## config.mk

```make
export PLATFORM = sky130hd
export DESIGN_NAME = board_draw_ctrl_flat
export DESIGN_NICKNAME = d
export VERILOG_FILES = /design/src/rtl/board_pkg.sv /design/src/rtl/board_draw_ctrl_if.sv /design/src/rtl/cell_origin.sv /design/src/rtl/board_draw_ctrl.sv /design/src/flat_wrapper.sv
export SDC_FILE = /design/constraint.sdc
export NUM_CORES = 1
export LEC_CHECK = 0
export ABC_AREA = 0
export CAP_MARGIN = 0
export CORE_UTILIZATION = 58
export DETAILED_ROUTE_END_ITERATION = 8
export PLACE_DENSITY = 0.81
export SYNTH_ARGS = -nofsm -noshare
export SYNTH_HDL_FRONTEND = slang
export SYNTH_HIERARCHICAL = 1
export SYNTH_SLANG_ARGS = --single-unit
```

## constraint.sdc

```tcl
create_clock -name clk -period 3.8 [get_ports clk]
set_clock_uncertainty 0.2 [all_clocks]
set_input_delay 0.38 -clock clk [delete_from_list [all_inputs] [get_ports clk]]
set_output_delay 0.38 -clock clk [all_outputs]
set_load 0.01 [all_outputs]
```

## src/rtl/board_pkg.sv

```systemverilog
// board_pkg: shared definitions for the tic-tac-toe board painter.
//   - cell codes as stored in the 18-bit game grid
//   - colour constants and the code -> colour map
//   - controller state enum
//   - default board geometry
package board_pkg;

    localparam int PIECE_W_DEF  = 26;
    localparam int GAP_DEF      = 2;
    localparam int ORIGIN_X_DEF = 40;
    localparam int ORIGIN_Y_DEF = 20;
    localparam int NUM_CELLS    = 9;

    localparam logic [1:0] CELL_EMPTY = 2'b00;
    localparam logic [1:0] CELL_X     = 2'b01;
    localparam logic [1:0] CELL_O     = 2'b10;
    localparam logic [1:0] CELL_RSVD  = 2'b11;

    localparam logic [2:0] COLOUR_EMPTY = 3'b000;
    localparam logic [2:0] COLOUR_X     = 3'b100;
    localparam logic [2:0] COLOUR_O     = 3'b001;
    localparam logic [2:0] COLOUR_RSVD  = 3'b111;

    typedef enum logic [1:0] {
        IDLE,
        SCAN,
        DRAW,
        DONE
    } state_t;

    function automatic logic [2:0] cell_colour(input logic [1:0] code);
        logic [2:0] c;
        case (code)
            CELL_EMPTY: c = COLOUR_EMPTY;
            CELL_X:     c = COLOUR_X;
            CELL_O:     c = COLOUR_O;
            default:    c = COLOUR_RSVD;
        endcase
        return c;
    endfunction

endpackage

```

## src/rtl/board_draw_ctrl_if.sv

```systemverilog
// board_draw_ctrl_if: pixel-plot port between the board painter and the
// VGA adapter.
//   x_out, y_out, colour_out, plot : pixel write from the painter
//   hold                           : adapter busy, stalls the painter
// master = painter side, slave = VGA adapter side.
interface board_draw_ctrl_if;
    logic [7:0] x_out;
    logic [6:0] y_out;
    logic [2:0] colour_out;
    logic       plot;
    logic       hold;

    modport master (output x_out, output y_out, output colour_out, output plot,
                    input  hold);
    modport slave  (input  x_out, input  y_out, input  colour_out, input  plot,
                    output hold);
endinterface

```

## src/rtl/cell_origin.sv

```systemverilog
// cell_origin: combinational cell geometry and colour lookup.
//   k      : cell index 0..8, row-major, 0 = top-left
//   code   : 2-bit cell contents
//   cx0    : x of the cell's top-left pixel
//   cy0    : y of the cell's top-left pixel
//   colour : colour for the cell contents
module cell_origin
    import board_pkg::*;
#(
    parameter int PIECE_W  = PIECE_W_DEF,
    parameter int GAP      = GAP_DEF,
    parameter int ORIGIN_X = ORIGIN_X_DEF,
    parameter int ORIGIN_Y = ORIGIN_Y_DEF
) (
    input  logic [3:0] k,
    input  logic [1:0] code,
    output logic [7:0] cx0,
    output logic [6:0] cy0,
    output logic [2:0] colour
);

    localparam logic [7:0] STEP_X = 8'(PIECE_W + GAP);
    localparam logic [6:0] STEP_Y = 7'(PIECE_W + GAP);

    logic [1:0] col;
    logic [1:0] row;

    always_comb begin
        col = 2'd0;
        row = 2'd0;
        case (k)
            4'd0: begin col = 2'd0; row = 2'd0; end
            4'd1: begin col = 2'd1; row = 2'd0; end
            4'd2: begin col = 2'd2; row = 2'd0; end
            4'd3: begin col = 2'd0; row = 2'd1; end
            4'd4: begin col = 2'd1; row = 2'd1; end
            4'd5: begin col = 2'd2; row = 2'd1; end
            4'd6: begin col = 2'd0; row = 2'd2; end
            4'd7: begin col = 2'd1; row = 2'd2; end
            4'd8: begin col = 2'd2; row = 2'd2; end
            default: begin col = 2'd0; row = 2'd0; end
        endcase
    end

    // Sums wrap at the output width, identical to a wider sum truncated.
    assign cx0 = 8'(ORIGIN_X) + (col[1] ? (STEP_X << 1) : 8'd0) + (col[0] ? STEP_X : 8'd0);
    assign cy0 = 7'(ORIGIN_Y) + (row[1] ? (STEP_Y << 1) : 7'd0) + (row[0] ? STEP_Y : 7'd0);
    assign colour = cell_colour(code);

endmodule

```

## src/rtl/board_draw_ctrl.sv

```systemverilog
// board_draw_ctrl: repaints changed tic-tac-toe cells onto the VGA adapter.
//   clk, reset : clock, synchronous active-high reset
//   grid       : 18-bit board, cell k at grid[17-2k:16-2k]
//   start      : pulse requesting a full nine-cell redraw
//   vga        : pixel-plot port (x_out, y_out, colour_out, plot out; hold in)
//   busy       : high whenever a pass is in progress
//   done       : one-cycle pulse at the end of each pass
module board_draw_ctrl
    import board_pkg::*;
#(
    parameter int PIECE_W  = PIECE_W_DEF,
    parameter int GAP      = GAP_DEF,
    parameter int ORIGIN_X = ORIGIN_X_DEF,
    parameter int ORIGIN_Y = ORIGIN_Y_DEF
) (
    input  logic                      clk,
    input  logic                      reset,
    input  logic [17:0]               grid,
    input  logic                      start,
    board_draw_ctrl_if.master         vga,
    output logic                      busy,
    output logic                      done
);

    localparam logic [4:0] PIX_LAST = 5'(PIECE_W - 1);

    state_t      state;
    state_t      state_next;
    logic [17:0] snap;
    logic [17:0] shadow;
    logic [8:0]  dirty;
    logic        force_pending;
    logic [3:0]  k;
    logic [4:0]  px;
    logic [4:0]  py;

    logic [8:0]  diff;
    logic [4:0]  cell_base;
    logic [1:0]  snap_cell;
    logic        pass_req;
    logic        full_req;
    logic        last_pix;
    logic        plot;
    logic [7:0]  cx0;
    logic [6:0]  cy0;
    logic [2:0]  cell_col;

    always_comb begin
        diff = '0;
        for (int unsigned i = 0; i < NUM_CELLS; i++) begin
            diff[i] = grid[16 - 2*i +: 2] != shadow[16 - 2*i +: 2];
        end
    end

    assign cell_base = 5'd16 - {k, 1'b0};
    assign snap_cell = snap[cell_base +: 2];
    // start seen in IDLE is serviced in the same cycle it arrives.
    assign full_req  = force_pending | start;
    assign pass_req  = full_req | (grid != shadow);
    assign last_pix  = (px == PIX_LAST) && (py == PIX_LAST);

    cell_origin #(
        .PIECE_W  (PIECE_W),
        .GAP      (GAP),
        .ORIGIN_X (ORIGIN_X),
        .ORIGIN_Y (ORIGIN_Y)
    ) u_cell_origin (
        .k      (k),
        .code   (snap_cell),
        .cx0    (cx0),
        .cy0    (cy0),
        .colour (cell_col)
    );

    always_comb begin
        state_next = state;
        plot       = 1'b0;
        busy       = (state != IDLE);
        done       = 1'b0;
        case (state)
            IDLE: begin
                if (pass_req) state_next = SCAN;
            end
            SCAN: begin
                if (dirty[k])        state_next = DRAW;
                else if (k == 4'd8)  state_next = DONE;
            end
            DRAW: begin
                plot = ~vga.hold;
                if (!vga.hold && last_pix) state_next = (k == 4'd8) ? DONE : SCAN;
            end
            DONE: begin
                done       = 1'b1;
                state_next = IDLE;
            end
            default: state_next = IDLE;
        endcase
    end

    assign vga.plot       = plot;
    assign vga.x_out      = (state == DRAW) ? cx0 + {3'b000, px} : '0;
    assign vga.y_out      = (state == DRAW) ? cy0 + {2'b00, py}  : '0;
    assign vga.colour_out = (state == DRAW) ? cell_col : '0;

    always_ff @(posedge clk) begin
        if (reset) begin
            state         <= IDLE;
            snap          <= '0;
            shadow        <= '0;
            dirty         <= '0;
            force_pending <= 1'b1;
            k             <= '0;
            px            <= '0;
            py            <= '0;
        end else begin
            state         <= state_next;
            force_pending <= force_pending | start;
            case (state)
                IDLE: begin
                    if (pass_req) begin
                        snap          <= grid;
                        dirty         <= full_req ? '1 : diff;
                        force_pending <= 1'b0;
                        k             <= '0;
                    end
                end
                SCAN: begin
                    if (dirty[k]) begin
                        px <= '0;
                        py <= '0;
                    end else if (k != 4'd8) begin
                        k <= k + 4'd1;
                    end
                end
                DRAW: begin
                    if (!vga.hold) begin
                        if (px == PIX_LAST) begin
                            px <= '0;
                            if (py == PIX_LAST) begin
                                py                  <= '0;
                                shadow[cell_base +: 2] <= snap_cell;
                                if (k != 4'd8) k <= k + 4'd1;
                            end else begin
                                py <= py + 5'd1;
                            end
                        end else begin
                            px <= px + 5'd1;
                        end
                    end
                end
                default: ;
            endcase
        end
    end

endmodule

```

## src/flat_wrapper.sv

```systemverilog
// flat-port wrapper written by rule: the top's interface ports become plain ports
module board_draw_ctrl_flat import board_pkg::*;
#(
    parameter int PIECE_W  = PIECE_W_DEF,
    parameter int GAP      = GAP_DEF,
    parameter int ORIGIN_X = ORIGIN_X_DEF,
    parameter int ORIGIN_Y = ORIGIN_Y_DEF
)
  (clk, reset, grid, start, busy, done, vga_x_out, vga_y_out, vga_colour_out, vga_plot, vga_hold);
  board_draw_ctrl_if vga_i ();
  input  logic clk;
  input  logic reset;
  input  logic [17:0] grid;
  input  logic start;
  output logic busy;
  output logic done;
  output wire logic [$bits(vga_i.x_out)-1:0] vga_x_out;
  output wire logic [$bits(vga_i.y_out)-1:0] vga_y_out;
  output wire logic [$bits(vga_i.colour_out)-1:0] vga_colour_out;
  output wire logic [$bits(vga_i.plot)-1:0] vga_plot;
  input wire logic [$bits(vga_i.hold)-1:0] vga_hold;
  assign vga_x_out = vga_i.x_out;
  assign vga_y_out = vga_i.y_out;
  assign vga_colour_out = vga_i.colour_out;
  assign vga_plot = vga_i.plot;
  assign vga_i.hold = vga_hold;
  board_draw_ctrl #(.PIECE_W(PIECE_W), .GAP(GAP), .ORIGIN_X(ORIGIN_X), .ORIGIN_Y(ORIGIN_Y)) u_core (.clk(clk), .reset(reset), .grid(grid), .start(start), .vga(vga_i), .busy(busy), .done(done));
endmodule
```

==> results.cfg <==
[hold_path]
min_path_type = register to register

[clocking]
cts_root_buf = clkbuf_8
clock_latency_ns = 0.35
clkSlewWorstSetupHoldPaths_ns = 0.08
cts_made_buffers = 9
clock_sinks = 62
tritoncts = yes
cts_buffer_depth = 2
htreeDepth = 3
holdBufCountCts = 0

[yosys]
synth-edff-count = 0
synth-main-ff-cell = dfxtp_1
synth-seq-cells = 62
avgSynthCellArea_um2 = 8.454
synth_top_area_share_pct = 29.31
post-synth-top-area-cell = dfxtp_1
netlist_area_mm2 = 0.004235
yosysUniqueCellTypes = 64
ys_warn_count = 6
yosysSeqAreaShare_pct = 29.31
synth.area.top_cells = dfxtp_1 (29%), ha_1 (11%), mux2i_1 (8.5%)
async_flop_share_pct = 0
syn-instance-count = 501

[worst_setup_path]
crit_required_ns = 3.22
crit_type = register to primary output
worstPathArrival_ns = 3.06
end_kind = primary output
crit_fanout = 3
worstSetupStartpointType = register

[global_route]
grtUsageTotal_pct = 28.38
grt_max_degree = 50
antenna_found_initial = 0
grt_pass1_vias = 3570
grt_first_pass_wirelength_um = 16680
grt.overflow.total = 0

[run]
cap_viol_max_count = 0

[power]
internal_power_mw = 1.728
clkPwrFrac_pct = 24.0
ir_worst_vdd_uv = 322.5
p_total_mw = 2.826
switching_share_pct = 38.87
power_switching_mw = 1.099
seqPwrFrac_pct = 29.3
combPwrFrac_pct = 46.7
p_per_area_mw_per_mm2 = 554.4
p_leak_nw = 2.229

[cells_and_area]
nFillCells = 545
antenna_cells = 0
syn2layout_area_growth_pct = 20.35
fin_nets = 609
drive_gt1_share_pct = 12.27
post_layout_nonfiller_instances = 650

[drt]
dr_wl_met2_um = 5201
wl_per_cell_um = 15.48
via_per_inst = 5.691
drt_pre_antenna_iters = 4
topRoutingLayerUsed = met4
route.detailed.drc = 0
ant_nets = 0
wl_met1_um = 4063
wirelength_um = 10060
vias = 3699
drtIter0Drc = 247
wl_met3_um = 509

[placement]
post-dp-hpwl_um = 7282
io_buffers = 42
gp_routability_congestion = 0.8591
dpl.cell_count = 627

[status]
outcome = finished, final reports clean

[sta]
drv_slew = 0
hold_violations = 0
max_freq_mhz = 274.7
rsz0062_at_grt = no
worst_pin_slew_ns = 0.7339
setup_viol = 0
post-route-period-util_pct = 95.79
relSlewSlack_pct = 51.02
layout_min_cycle_time_ns = 3.640
hold_slack_ns = 0.2632
tns_ns = 0

[floorplan]
start_util_pct = 61.32
io_pins = 43
coreArea_mm2 = 0.006907
die-width_um = 87.46
rows = 30
die_height_um = 87.46
dieArea_mm2 = 0.007648
==> state kept, by name, indices dropped and copies added (netlist names) <==
register / flops
u_core/force_pending: 1
u_core/state: 2
u_core/shadow: 18
u_core/snap: 18
u_core/py: 5
u_core/px: 5
u_core/k: 4
u_core/dirty: 9
==> power by group through the flow <==
| stage | Sequential, mW | Combinational [mW] | Clock, mW |
|---|---|---|---|
| 6_report | 0.829 | 1.32 | 0.679 |
| 5_1_grt | 0.841 | 1.44 | 0.719 |
| 4_1_cts | 0.827 | 1.30 | 0.687 |
| 3_5_place_dp | 0.842 | 1.26 | 0 |
| 3_3_place_gp | 0.837 | 1.22 | 0 |
| 2_1_floorplan | 0.825 | 0.945 | 0 |
==> cell usage after synthesis, drive strengths merged (3+ instances only) <==
cell type,n
mux4,5
a31o,3
and3,12
a21oi,30
o311ai,3
nor2b,10
xnor2,11
nor3b,4
mux2i,36
dfxtp,62
nor3,5
nor2,43
and2,15
a31oi,3
clkbuf,20
o41ai,5
or2,4
or3,5
buf,8
nand4,4
o21a,4
nand2,48
nand2b,4
o21ai,27
ha,36
xor2,20
nand3,17
a21o,5
inv,26
==> worst max-delay path, stage by stage, from the launching register on <==
cell and delay [ns]:
dfxtp_2 0.34, inv_1 0.07, ha_1 0.30, or2b_1 0.23, a21o_2 0.21, ha_1 0.31, inv_1 0.09, ha_4 0.21
a21oi_2 0.14, nor2b_1 0.07, nor3b_1 0.18, clkdlybuf4s50_1 0.56
==> final cells by class <==
cell class / count / area (um^2) / share of cell area, %
multi-input combinational: 388 / 2835 / 55.62
sequential: 62 / 1242 / 24.37
timing repair buffer: 62 / 571.8 / 11.22
clock buffer: 10 / 137.6 / 2.700
tap: 96 / 120.1 / 2.356
inverter: 26 / 97.59 / 1.915
clock inverter: 6 / 92.59 / 1.816
==> repair_timing <==
| item | in CTS | in global routing |
|---|---|---|
| endpoints found under the setup margin | 6 | 8 |
| buffers inserted | 7 | 0 |
| gates cloned | 0 | 0 |
| pin swaps | 2 | 2 |
| gates resized for setup | 16 | 12 |
==> cell usage in the layout, fill, tap and decap left out, drive strengths merged, types with 12 or more instances in the layout <==
| cell | synthesis | routed |
|---|---|---|
| and3 | 12 | 12 |
| and2 | 15 | 15 |
| o21ai | 27 | 27 |
| nand2 | 48 | 48 |
| nor2 | 43 | 43 |
| clkdlybuf4s50 | 0 | 37 |
| dfxtp | 62 | 62 |
| ha | 36 | 36 |
| buf | 8 | 21 |
| mux2i | 36 | 36 |
| inv | 26 | 28 |
| a21oi | 30 | 30 |
| nand3 | 17 | 17 |
| xor2 | 20 | 20 |
==> final timing paths <==
kind                                                   start                        endpoint  slack (ns)  cells after the start
worst max-delay path                u_core/k[1]$_SDFFE_PP0P_                    vga_x_out[4]        0.16                     11
worst min register to register  u_core/dirty[3]$_SDFFE_PP0P_    u_core/dirty[3]$_SDFFE_PP0P_        0.26                      2
worst max register to register     u_core/py[1]$_SDFFE_PP0P_  u_core/shadow[14]$_SDFFE_PP0P_        0.92                      8
worst min-delay path            u_core/dirty[3]$_SDFFE_PP0P_    u_core/dirty[3]$_SDFFE_PP0P_        0.26                      2
==> kinds of logic (layout without fill, tap and decap cells) <==
| logic type | after synthesis | in the layout | share of synthesized area, % |
|---|---|---|---|
| other | 1 | 4 | 0.08854 |
| buffers and inverters | 54 | 104 | 5.376 |
| adder cells (fa/ha/maj) | 38 | 38 | 11.58 |
| AND/OR/NAND/NOR | 183 | 183 | 22.13 |
| flip-flops | 62 | 62 | 29.31 |
| multiplexers | 41 | 41 | 11.17 |
| XOR/XNOR | 31 | 31 | 6.411 |
| AO/OA/AOI/OAI | 91 | 91 | 13.94 |
==> per-stage QoR <==
step / cell area (um^2) / setup WS (ns) / utilization (%)
floorplan: 4247 / 0.3249 / -
global placement: 4755 / 0.1980 / 68.84
detailed placement: 4755 / 0.09521 / 68.84
CTS: 5081 / 0.007969 / 73.57
global route: 5097 / 0.006442 / 73.80
finish: 5097 / 0.1601 / 73.80
==> per-layer routing <==
metal / global-route usage (%) / up-vias
met5: 0 / -
met4: 12.22 / 0
met3: 4.834 / 24
met2: 51.78 / 122
met1: 32.39 / 1728
li1: - / 1825
No activity file was read; power rests on OpenSTA's default activity.
